==> src/rtl/axil_read_config_bridge_if.sv <==
// Word-addressed configuration read channel: request (valid/ready/addr) followed by
// a response (valid/ready/data/error). The bridge drives it through the m modport.
interface read_config_i #(
  parameter int ADDR_BITS = 16,
  parameter int DATA_BITS = 32
);
  logic                 read_valid;
  logic                 read_ready;
  logic [ADDR_BITS-1:0] read_addr;
  logic                 resp_valid;
  logic                 resp_ready;
  logic [DATA_BITS-1:0] resp_data;
  logic                 resp_error;

  modport m (
    output read_valid, read_addr, resp_ready,
    input  read_ready, resp_valid, resp_data, resp_error
  );

  modport s (
    input  read_valid, read_addr, resp_ready,
    output read_ready, resp_valid, resp_data, resp_error
  );
endinterface

==> src/rtl/axil_read_config_bridge.sv <==
// AXI4-Lite read slave that forwards one word-addressed read at a time onto a
// read_config_i master port, with a response timeout and late-response draining.
module axil_read_config_bridge #(
  parameter int AXIL_ADDR_BITS   = 32,
  parameter int AXIL_DATA_BITS   = 32,
  parameter int READ_ADDR_BITS   = 16,
  parameter int WORD_OFFSET_BITS = 2,
  parameter int TIMEOUT_CYCLES   = 1024
) (
  input  logic                      clk,
  input  logic                      rst,
  input  logic [AXIL_ADDR_BITS-1:0] araddr,
  input  logic                      arvalid,
  output logic                      arready,
  output logic [AXIL_DATA_BITS-1:0] rdata,
  output logic [1:0]                rresp,
  output logic                      rvalid,
  input  logic                      rready,
  read_config_i.m                   out
);

  localparam int CNT_W = (TIMEOUT_CYCLES > 0) ? $clog2(TIMEOUT_CYCLES + 1) : 1;
  localparam logic [CNT_W-1:0] CNT_LAST =
    CNT_W'((TIMEOUT_CYCLES > 0) ? TIMEOUT_CYCLES - 1 : 0);

  typedef enum logic [1:0] {
    IDLE,
    ISSUE,
    WAIT_RESP,
    RESPOND
  } state_t;

  state_t                    state;
  logic                      stale;
  logic [CNT_W-1:0]          cnt;
  logic [READ_ADDR_BITS-1:0] addr_q;
  logic                      ar_hs;
  logic                      timeout_hit;

  assign ar_hs       = arvalid && arready;
  assign timeout_hit = (TIMEOUT_CYCLES != 0) && (cnt == CNT_LAST);

  // Handshake outputs decode from state and stale only, so no input reaches an output.
  assign arready        = (state == IDLE) && !stale;
  assign rvalid         = (state == RESPOND);
  assign out.read_valid = (state == ISSUE);
  assign out.read_addr  = addr_q;
  assign out.resp_ready = (state == WAIT_RESP) || stale;

  // NOTE: all state here is updated with non-blocking assignments so every register
  // samples the pre-edge values; blocking writes would make ordering within the block matter.
  always_ff @(posedge clk) begin
    if (rst) begin
      state  <= IDLE;
      stale  <= 1'b0;
      cnt    <= '0;
      addr_q <= '0;
      rdata  <= '0;
      rresp  <= 2'b00;
    end else begin
      // A late response after a timeout is swallowed here; it never produces an R beat.
      if (stale && out.resp_valid) stale <= 1'b0;

      unique case (state)
        IDLE: begin
          if (ar_hs) begin
            addr_q <= READ_ADDR_BITS'(araddr >> WORD_OFFSET_BITS);
            state  <= ISSUE;
          end
        end
        ISSUE: begin
          if (out.read_ready) begin
            cnt   <= '0;
            state <= WAIT_RESP;
          end
        end
        WAIT_RESP: begin
          // A response on the timeout cycle takes priority over the timeout.
          if (out.resp_valid) begin
            rdata <= out.resp_data;
            rresp <= out.resp_error ? 2'b10 : 2'b00;
            state <= RESPOND;
          end else if (timeout_hit) begin
            rdata <= '0;
            rresp <= 2'b10;
            stale <= 1'b1;
            state <= RESPOND;
          end else if (TIMEOUT_CYCLES != 0) begin
            cnt <= cnt + CNT_W'(1);
          end
        end
        RESPOND: begin
          if (rready) state <= IDLE;
        end
        default: state <= IDLE;
      endcase
    end
  end

endmodule
==> src/flat_wrapper.sv <==
// flat-port wrapper written by rule: the top's interface ports become plain ports
module axil_read_config_bridge_flat 
#(
  parameter int AXIL_ADDR_BITS   = 32,
  parameter int AXIL_DATA_BITS   = 32,
  parameter int READ_ADDR_BITS   = 16,
  parameter int WORD_OFFSET_BITS = 2,
  parameter int TIMEOUT_CYCLES   = 1024
)
  (clk, rst, araddr, arvalid, arready, rdata, rresp, rvalid, rready, out_read_valid, out_read_addr, out_resp_ready, out_read_ready, out_resp_valid, out_resp_data, out_resp_error);
  read_config_i out_i ();
  input  logic clk;
  input  logic rst;
  input  logic [AXIL_ADDR_BITS-1:0] araddr;
  input  logic arvalid;
  output logic arready;
  output logic [AXIL_DATA_BITS-1:0] rdata;
  output logic [1:0] rresp;
  output logic rvalid;
  input  logic rready;
  output wire logic [$bits(out_i.read_valid)-1:0] out_read_valid;
  output wire logic [$bits(out_i.read_addr)-1:0] out_read_addr;
  output wire logic [$bits(out_i.resp_ready)-1:0] out_resp_ready;
  input wire logic [$bits(out_i.read_ready)-1:0] out_read_ready;
  input wire logic [$bits(out_i.resp_valid)-1:0] out_resp_valid;
  input wire logic [$bits(out_i.resp_data)-1:0] out_resp_data;
  input wire logic [$bits(out_i.resp_error)-1:0] out_resp_error;
  assign out_read_valid = out_i.read_valid;
  assign out_read_addr = out_i.read_addr;
  assign out_resp_ready = out_i.resp_ready;
  assign out_i.read_ready = out_read_ready;
  assign out_i.resp_valid = out_resp_valid;
  assign out_i.resp_data = out_resp_data;
  assign out_i.resp_error = out_resp_error;
  axil_read_config_bridge #(.AXIL_ADDR_BITS(AXIL_ADDR_BITS), .AXIL_DATA_BITS(AXIL_DATA_BITS), .READ_ADDR_BITS(READ_ADDR_BITS), .WORD_OFFSET_BITS(WORD_OFFSET_BITS), .TIMEOUT_CYCLES(TIMEOUT_CYCLES)) u_core (.clk(clk), .rst(rst), .araddr(araddr), .arvalid(arvalid), .arready(arready), .rdata(rdata), .rresp(rresp), .rvalid(rvalid), .rready(rready), .out(out_i));
endmodule
==> config.mk <==
export PLATFORM = sky130hd
export DESIGN_NAME = axil_read_config_bridge_flat
export DESIGN_NICKNAME = d
export VERILOG_FILES = /design/src/rtl/axil_read_config_bridge_if.sv /design/src/rtl/axil_read_config_bridge.sv /design/src/flat_wrapper.sv
export SDC_FILE = /design/constraint.sdc
export NUM_CORES = 1
export LEC_CHECK = 0
export CORE_MARGIN = 2
export CORE_UTILIZATION = 43
export DETAILED_ROUTE_END_ITERATION = 12
export GPL_ROUTABILITY_DRIVEN = 0
export PLACE_DENSITY = 0.85
export SLEW_MARGIN = 20
export SYNTH_ARGS = -nofsm -noshare
export SYNTH_HDL_FRONTEND = slang
export SYNTH_SLANG_ARGS = --single-unit
==> constraint.sdc <==
create_clock -name clk -period 3.51 [get_ports clk]
set_input_delay 0.702 -clock clk [delete_from_list [all_inputs] [get_ports clk]]
set_output_delay 0.702 -clock clk [all_outputs]
set_load 0.005 [all_outputs]
**Yosys cells after proc, flatten, opt, wreduce, memory -nomap -nowiden**

Cells that the tools add are included.

- Reductions and logical operators: 12
- Equality and inequality tests: 10
- Add/subtract/negate cells: 1
- Multiplexer cells: 19

Operators with widths:

| cell | number |
|---|---|
| two-way mux 32 bit | 2 |
| two-way mux 11 bit | 3 |
| case mux 11 bit (2 select lines) | 1 |
| two-way mux 2 bit | 8 |
| adder 11 x 1 -> 11 bit (second input constant) | 1 |
| == test 11 x 10 -> 1 bit (second input constant) | 1 |
| case mux 2 bit (4 select lines) | 1 |
| AND reduction 4 bit | 2 |
| != test 2 x 1 -> 1 bit (second input constant) | 3 |
| == test 2 bit (second input constant) | 2 |
| two-way mux 1 bit | 4 |
| != test 2 bit (second input constant) | 2 |
| AND reduction 2 bit | 2 |
| nonzero test 2 bit | 2 |
| logical AND 1 bit | 3 |
| != test 3 x 2 -> 1 bit (second input constant) | 1 |
| == test 2 x 1 -> 1 bit (second input constant) | 1 |
| logical NOT 2 bit | 1 |
| logical NOT 1 bit | 1 |
| logical OR 1 bit | 1 |

- Word-level logic and storage cells: 48
- Flip-flop bits (word level): 64
- Input port bits: 71

**Depth between registers and ports, before layout**

Gate-level depths: netlist of the first run.

- Depth in word-level cells: 5
- Mapped depth: 8

**Worst setup path after synthesis of the first run**

Ideal clock, no wire load.

- Path kind: flip-flop to output port
- Start: register u_core.state[0]
- End: output out_resp_ready
- Stages on the path, launching flop included: 6
- Buffers on the path: 2
- Setup slack: 1.543 ns
- Arrival: 1.265 ns
- Cells stage by stage: dfxtp_1 > inv_1 > ha_1 > buf_2 > clkbuf_1 > or2_2

- Word-level cells in the longest chain between the ends: 2

Ends and longest elaborated chain:

| item | line | text |
|---|---|---|
| start, declared | axil_read_config_bridge.sv:33 | `state_t state;` |
| start signal, assigned | axil_read_config_bridge.sv:54 | `state <= IDLE;` |
| start signal, assigned | axil_read_config_bridge.sv:68 | `state <= ISSUE;` |
| start signal, assigned | axil_read_config_bridge.sv:74 | `state <= WAIT_RESP;` |
| == test 2 bit | axil_read_config_bridge.sv:48 | `assign out.resp_ready = (state == WAIT_RESP) \|\| stale;` |
| logical OR 1 bit | axil_read_config_bridge.sv:48 |  |
| end, declared | flat_wrapper.sv:23 | `output wire logic [$bits(out_i.resp_ready)-1:0] out_resp_ready;` |

No other way between the ends.

**Final worst setup path of the first run**

Same ends and word-level chain as after synthesis.

==> summary.txt, run 1 <==
Run status
  • Run status: completed

Synth
  • Nets in the synthesized netlist: 332
  • Post-synth top area share: 50.9%
  • Post-Synthesis Cells: 256
  • Summed instance area of the synthesized netlist: 2480 um^2
  • Post-synth cell types: 42
  • Most area-consuming cells after synthesis: sky130_fd_sc_hd__dfxtp_1 51%, sky130_fd_sc_hd__a22o_1 11%, sky130_fd_sc_hd__nand2_1 6.2%
  • Top cell type by total area after synthesis: sky130_fd_sc_hd__dfxtp_1
  • Yosys warns: 0
  • Post-synth top flop: sky130_fd_sc_hd__dfxtp_1
  • Proportion of register bits with asynchronous set or reset after synthesis: 0%
  • Mean instance size in the synthesized netlist: 9.68 um^2
  • Number of enable-type register cells in the synthesized netlist: 0
  • Number of flip-flops and latches in the synthesized netlist: 63
  • Fraction of the yosys area taken by sequential cells: 50.9%

Routing
  • Routed via count divided by cell count: 5.40
  • DRC errors left: 0
  • 1st-iter DRT viols: 95
  • Number of nets with antenna violations after detailed routing: 0
  • Wire per inst: 15.1 um
  • Total length of routed wires: 6530 um
  • Drt pass-1 iters: 5
  • Count of vias placed by the detailed router: 2342

Setup path
  • Top cell family by delay on the critical path: buffers and inverters
  • Worst Reg2Reg Path Length in Cells: 7
  • Crit end category: output port
  • WP data required: 2810 ps
  • Register-to-Register Setup Slack: 1490 ps
  • Critical-path maximum fanout: 21
  • Type of the worst setup path: reg -> out
  • Cell chain of the critical path: inv_1, ha_1, buf_4, or2_2, clkdlybuf4s50_1
  • CP Launch Type: register
  • Biggest cell delay along the critical path: 440 ps
  • Worst path buffer plus inverter count: 3
  • Data arrival time of the worst path: 1950 ps
  • R2r startpoint: u_core.state[0]
  • Worst-path cell with the longest stage delay: sky130_fd_sc_hd__clkdlybuf4s50_1
  • Endpoint of the most critical register-to-register path: u_core.cnt[7]

Global routing
  • Number of global-route vias before repair: 2236
  • Overflow after GRT: 0
  • All-Layer GR Usage: 20.1%
  • Pin count of the biggest net entering global routing: 34
  • Antenna violations before repair: 0
  • First-pass GRT wire length: 9970 um

Min path
  • Number of cells traversed by the worst hold path: 2
  • Tightest Hold Check Type: reg -> reg
  • Worst min-delay path endpoint: u_core.out.read_addr[1]
  • HP Start: u_core.out.read_addr[1]

Layout
  • Synthesis-to-layout area growth: 51.1%
  • Multi-input combinational cell area: 1080 um^2
  • Number of inserted diodes: 0
  • Storage cell area: 1260 um^2
  • Layout net count: 434
  • Leading cell types in the layout, fill and taps excluded: 107 x sky130_fd_sc_hd__clkdlybuf4s50_1, 63 x sky130_fd_sc_hd__dfxtp_1, 41 x sky130_fd_sc_hd__nand2_1
  • Fillers: 447
  • Leading cell type in the layout, fill and taps excluded: sky130_fd_sc_hd__clkdlybuf4s50_1
  • Layout cell share with drive strength beyond 1: 7.46%

Clock network
  • Worst skew pair latency: 330 ps
  • Clock sink count: 63
  • H-Tree Level Count: 3
  • Number of buffers created by CTS: 9
  • TritonCTS clock tree: done
  • Hold buffer count at cts: 0
  • Max clock buf depth: 2
  • Clock Pin Slew Worst Setup and Hold Paths: 60 ps
  • Post-CTS sizing: 0
  • Clk Tree Root Cell: sky130_fd_sc_hd__clkbuf_8
  • Number of buffers inserted by post-CTS setup repair: 0

Power and ir drop
  • Static power due to leakage: 0.00137 uW
  • Power per Cell Area: 541 nW/um^2
  • Maximum vdd drop: 0.267 mV

Timing
  • Top achievable clock speed: 377 MHz
  • Setup violators final: 0
  • Final clock period utilization by the worst path: 75.6%
  • Relative slew margins: 53.0%
  • Hold Slack: 454 ps
  • Unrepaired setup endpoints after global routing: false
  • Worst-margin pin slew: 703 ps
  • Skew final: 7.32 ps
  • Number of max-slew violations in the final report: 0
  • Post-layout minimum cycle time: 2650 ps
  • Number of hold violations in the final report: 0
  • Aggregate negative setup slack: 0 ps

Floorplanning
  • Number of placement rows: 27
  • Core box area: 5540 um^2
  • Floorplan die area: 6380 um^2
  • Die boundary width: 79.9 um
  • IO Pins: 125
  • Initial standard-cell utilization of the core: 44.7%
  • DIE HEIGHT: 79.9 um

Placed design
  • Detail Placement HPWL: 4390 um
  • Port bufs: 107

Flow run
  • Max capacitance violation total: 0
flip-flops by register name, indices dropped and copies added, names as in the netlist:
signal                count
u_core.cnt               11
u_core.out.read_addr     16
u_core.rdata             32
u_core.rresp              1
u_core.stale              1
u_core.state              2
cells by family after synthesis:
logic type / count (synthesis) / synth area share [%]
buffers and inverters: 27 / 5.61
multiplexers: 1 / 0.404
AO/OA/AOI/OAI: 84 / 24.9
other: 1 / 0.151
adder cells (fa/ha/maj): 5 / 2.53
flip-flops: 63 / 50.9
AND/OR/NAND/NOR: 75 / 15.5
tightest hold or removal path, stage by stage (launching register included):
cell	delay [ps]
sky130_fd_sc_hd__dfxtp_1	310
sky130_fd_sc_hd__nand2_1	50
sky130_fd_sc_hd__a21oi_1	50
metrics by stage:
| stage | total power [uW] | cell area [um^2] | setup WS, ps | util (%) | instances |
|---|---|---|---|---|---|
| CTS | 2040 | 3740 | 856 | 67.5 | 434 |
| finish | 2020 | 3740 | 855 | 67.5 | 434 |
| detailed placement | 1470 | 3560 | 1070 | 64.3 | 419 |
| global placement | 1450 | 3550 | 877 | 64.2 | 419 |
| global route | 2140 | 3740 | 789 | 67.5 | 434 |
| floorplan | 1180 | 2480 | 1540 | - | 256 |
cell type report:
| cell class | instances | share of cell area (%) |
|---|---|---|
| Sequential cell | 63 | 33.7 |
| Timing Repair Buffer | 110 | 29.2 |
| Multi-Input combinational cell | 166 | 29.0 |
| Clock buffer | 12 | 4.41 |
| Tap cell | 72 | 2.41 |
| Inverter | 8 | 0.802 |
| Clock inverter | 3 | 0.468 |
report_power, final:
part / total (uW) / internal [uW] / leakage [uW] / switching, uW
logic: 614 / 321 / 0.000764 / 293
registers: 841 / 794 / 0.000511 / 47.5
clock network: 569 / 308 / 0.0000942 / 261
total: 2020 / 1420 / 0.00137 / 602
worst max path at each step:
stage | startpoint | endpoint | slack (ps) | cells past startpoint
after floorplan | u_core.state[0] | out_resp_ready | 1540 | 5
after global placement | out_resp_valid | u_core.rdata[28] | 880 | 4
after detailed placement | arvalid | u_core.state[0] | 1070 | 5
after CTS | u_core.state[0] | out_resp_ready | 860 | 5
after global routing | u_core.state[0] | out_resp_ready | 790 | 5
final | u_core.state[0] | out_resp_ready | 860 | 5
Yosys cell counts, types with 2 or more instances:
library cell / n
sky130_fd_sc_hd__nand4b_1: 2
sky130_fd_sc_hd__nand3b_1: 3
sky130_fd_sc_hd__a221oi_1: 2
sky130_fd_sc_hd__dfxtp_1: 63
sky130_fd_sc_hd__a31oi_1: 6
sky130_fd_sc_hd__buf_2: 3
sky130_fd_sc_hd__nor2_1: 8
sky130_fd_sc_hd__inv_1: 8
sky130_fd_sc_hd__a22o_1: 32
sky130_fd_sc_hd__a311oi_1: 6
sky130_fd_sc_hd__clkbuf_1: 11
sky130_fd_sc_hd__and3_1: 2
sky130_fd_sc_hd__buf_6: 4
sky130_fd_sc_hd__o21ai_0: 7
sky130_fd_sc_hd__a21oi_1: 21
sky130_fd_sc_hd__ha_1: 5
sky130_fd_sc_hd__nand2b_1: 6
sky130_fd_sc_hd__a211oi_1: 2
sky130_fd_sc_hd__nand2_1: 41
sky130_fd_sc_hd__nor3_1: 2
per-layer routing:
layer | GRT usage [%] | part of all wire, % | up-vias
met4 | 10.8 | 1.8 | 0
met1 | 22.5 | 40 | 1114
met5 | 0 | 0 | -
met3 | 4.07 | 6.0 | 8
met2 | 35.6 | 52 | 84
li1 | - | - | 1136
No activity file was read; power rests on OpenSTA's default activity.
==> inputs of run 2 (changes only) <==
- CORE_UTILIZATION: 43 -> 40
- PLACE_DENSITY: 0.85 -> 0.8
- clock period: 3.51 -> 2.5 ns (I/O delays scaled with it)
==> summary.txt, run 2 (synthesis gave the netlist of run 1 again) <==
Run status
  • Run status: completed

Min path
  • HP Start: u_core.out.read_addr[2]
  • Worst min-delay path endpoint: u_core.out.read_addr[2]
  • Number of cells traversed by the worst hold path: 2 (unchanged)
  • Tightest Hold Check Type: reg -> reg

Layout
  • Leading cell types in the layout, fill and taps excluded: 107 x sky130_fd_sc_hd__clkdlybuf4s50_1, 63 x sky130_fd_sc_hd__dfxtp_1, 41 x sky130_fd_sc_hd__nand2_1
  • Leading cell type in the layout, fill and taps excluded: sky130_fd_sc_hd__clkdlybuf4s50_1
  • Layout net count: 437 (+0.69%)
  • Number of inserted diodes: 0 (unchanged)
  • Layout cell share with drive strength beyond 1: 8.20% (+0.74 points)
  • Synthesis-to-layout area growth: 52.2%
  • Number of flip-flops under the largest register name: 32 (unchanged)
  • Register ranked first by flip-flop count: u_core.rdata
  • Final core utilization: 63.3% (-4.2 points)

Global routing
  • Antenna violations before repair: 0 (unchanged)
  • First-pass GRT wire length: 9300 um (-6.7%)
  • Overflow after GRT: 0 (unchanged)
  • GRT met2 Usage: 30.4% (-5.2 points)
  • Met1 Track Usage GR: 19.6% (-2.8 points)
  • Grt met3 use: 5.22% (+1.1 points)
  • Layer with the highest usage after global routing: met2
  • Pin count of the biggest net entering global routing: 33 (-2.9%)
  • Number of global-route vias before repair: 2124 (-5.0%)
  • All-Layer GR Usage: 17.5% (-2.6 points)

Power and ir drop
  • PnR Total Power: 2880 uW (+43%)
  • Power per Cell Area: 765 nW/um^2 (+41%)
  • Maximum vdd drop: 0.440 mV (+65%)
  • Static power due to leakage: 0.00139 uW (+1.2%)

Setup path
  • Crit end category: output port
  • WP data required: 2000 ps (-810 ps)
  • Critical path origin: u_core.state[0]
  • R2r startpoint: u_core.state[0]
  • Worst Reg2Reg Path Length in Cells: 7 (unchanged)
  • Biggest cell delay along the critical path: 440 ps (about the same)
  • Worst path buffer plus inverter count: 2 (-1)
  • Worst-path cell with the longest stage delay: sky130_fd_sc_hd__clkdlybuf4s50_1
  • Register-to-Register Setup Slack: 550 ps (-940 ps)
  • Top cell family by delay on the critical path: buffers and inverters
  • Cell chain of the critical path: inv_1, ha_1, or2_2, clkdlybuf4s50_1
  • Critical-path maximum fanout: 8 (-62%)
  • Data arrival time of the worst path: 1820 ps (-130 ps)
  • Type of the worst setup path: reg -> out
  • Endpoint of the most critical register-to-register path: u_core.cnt[3]
  • CP Launch Type: register

Clock network
  • Max clock buf depth: 2 (unchanged)
  • Clk Tree Root Cell: sky130_fd_sc_hd__clkbuf_8
  • Number of buffers inserted by post-CTS setup repair: 0 (unchanged)
  • Hold buffer count at cts: 0 (unchanged)
  • Clock Pin Slew Worst Setup and Hold Paths: 60 ps (about the same)
  • Post-CTS sizing: 0 (unchanged)
  • TritonCTS clock tree: done
  • Number of buffers created by CTS: 9 (unchanged)
  • Worst skew pair latency: 330 ps (about the same)
  • Clock sink count: 63 (unchanged)
  • H-Tree Level Count: 3 (unchanged)

Floorplanning
  • Die boundary width: 82.7 um (+3.5%)
  • Floorplan die area: 6840 um^2 (+7.1%)
  • Core box area: 5960 um^2 (+7.5%)
  • IO Pins: 125 (unchanged)
  • DIE HEIGHT: 82.7 um (+3.5%)
  • Initial standard-cell utilization of the core: 41.6% (-3.1 points)
  • Number of placement rows: 28 (+3.7%)

Routing
  • Count of vias placed by the detailed router: 2296 (-2.0%)
  • Total length of routed wires: 6100 um (-6.6%)
  • 1st-iter DRT viols: 99 (+4.2%)
  • Routed via count divided by cell count: 5.21 (-3.5%)
  • DRC errors left: 0 (unchanged)
  • Wire per inst: 13.8 um (-8.1%)
  • Number of nets with antenna violations after detailed routing: 0 (unchanged)
  • Drt pass-1 iters: 4 (-1)

Timing
  • Final clock period utilization by the worst path: 92.8%
  • Number of hold violations in the final report: 0 (unchanged)
  • Post-layout minimum cycle time: 2320 ps
  • Top achievable clock speed: 431 MHz
  • Number of max-slew violations in the final report: 0 (unchanged)
  • Worst-margin pin slew: 542 ps (-161 ps)
  • Relative slew margins: 63.7% (+11 points)
  • Skew final: 8.45 ps (+1.13 ps)
  • Unrepaired setup endpoints after global routing: false
  • Setup violators final: 0 (unchanged)
  • Aggregate negative setup slack: 0 ps (unchanged)

Placed design
  • Detail Placement HPWL: 4320 um (-1.6%)
  • Port bufs: 107 (unchanged)

Flow run
  • Max capacitance violation total: 0 (unchanged)
## run 2: cell count changes in the layout (fill, tap and decap cells not counted), sizes merged
cell / delta
clkbuf: -2
bufinv: +1
clkinv: +2
buf: +3
## run 2: how the worst max path moves through the flow
stage / to / slack (ps) / cells past startpoint
after floorplan: out_resp_ready / 740 / 5
after global placement: u_core.cnt[2] / 430 / 5
after detailed placement: u_core.cnt[3] / 370 / 5
after CTS: out_resp_ready / 160 / 4
after global routing: out_resp_ready / 100 / 4
final: out_resp_ready / 180 / 4
## run 2: where the power goes
group / internal (uW) / switching (uW) / total (uW)
sequential: 1110 / 61.5 / 1180
clock: 457 / 385 / 842
combinational: 463 / 404 / 867
## run 2: worst min-delay path, delay by kind of cell (launching register included)
kind            cells  cell delay, ps
flops               1             310
simple gates        1              50
compound gates      1              50
## run 2: final cells by class
type	count	area, um^2
fill	518	2190
multi-input combinational	166	1080
sequential	63	1260
tap	75	93.8
clock buffer	10	128
clock inverter	6	61.3
timing repair buffer	113	1120
inverter	8	30.0
## run 2: stage by stage
step | cells | instance area, um^2 | worst slack (ps) | hold WS [ps]
2_1_floorplan | 256 | 2480 | 735 | 442
3_3_place_gp | 425 | 3580 | 425 | 441
3_5_place_dp | 425 | 3580 | 373 | 450
4_1_cts | 441 | 3770 | 159 | 459
5_1_grt | 441 | 3770 | 95.2 | 477
6_report | 441 | 3770 | 180 | 457
## run 2: layer usage
metal | vias to the layer above | part of all wire [%]
met1 | 1066 | 42
li1 | 1132 | -
met4 | 0 | 2.4
met5 | - | 0
met3 | 14 | 8.3
met2 | 84 | 47
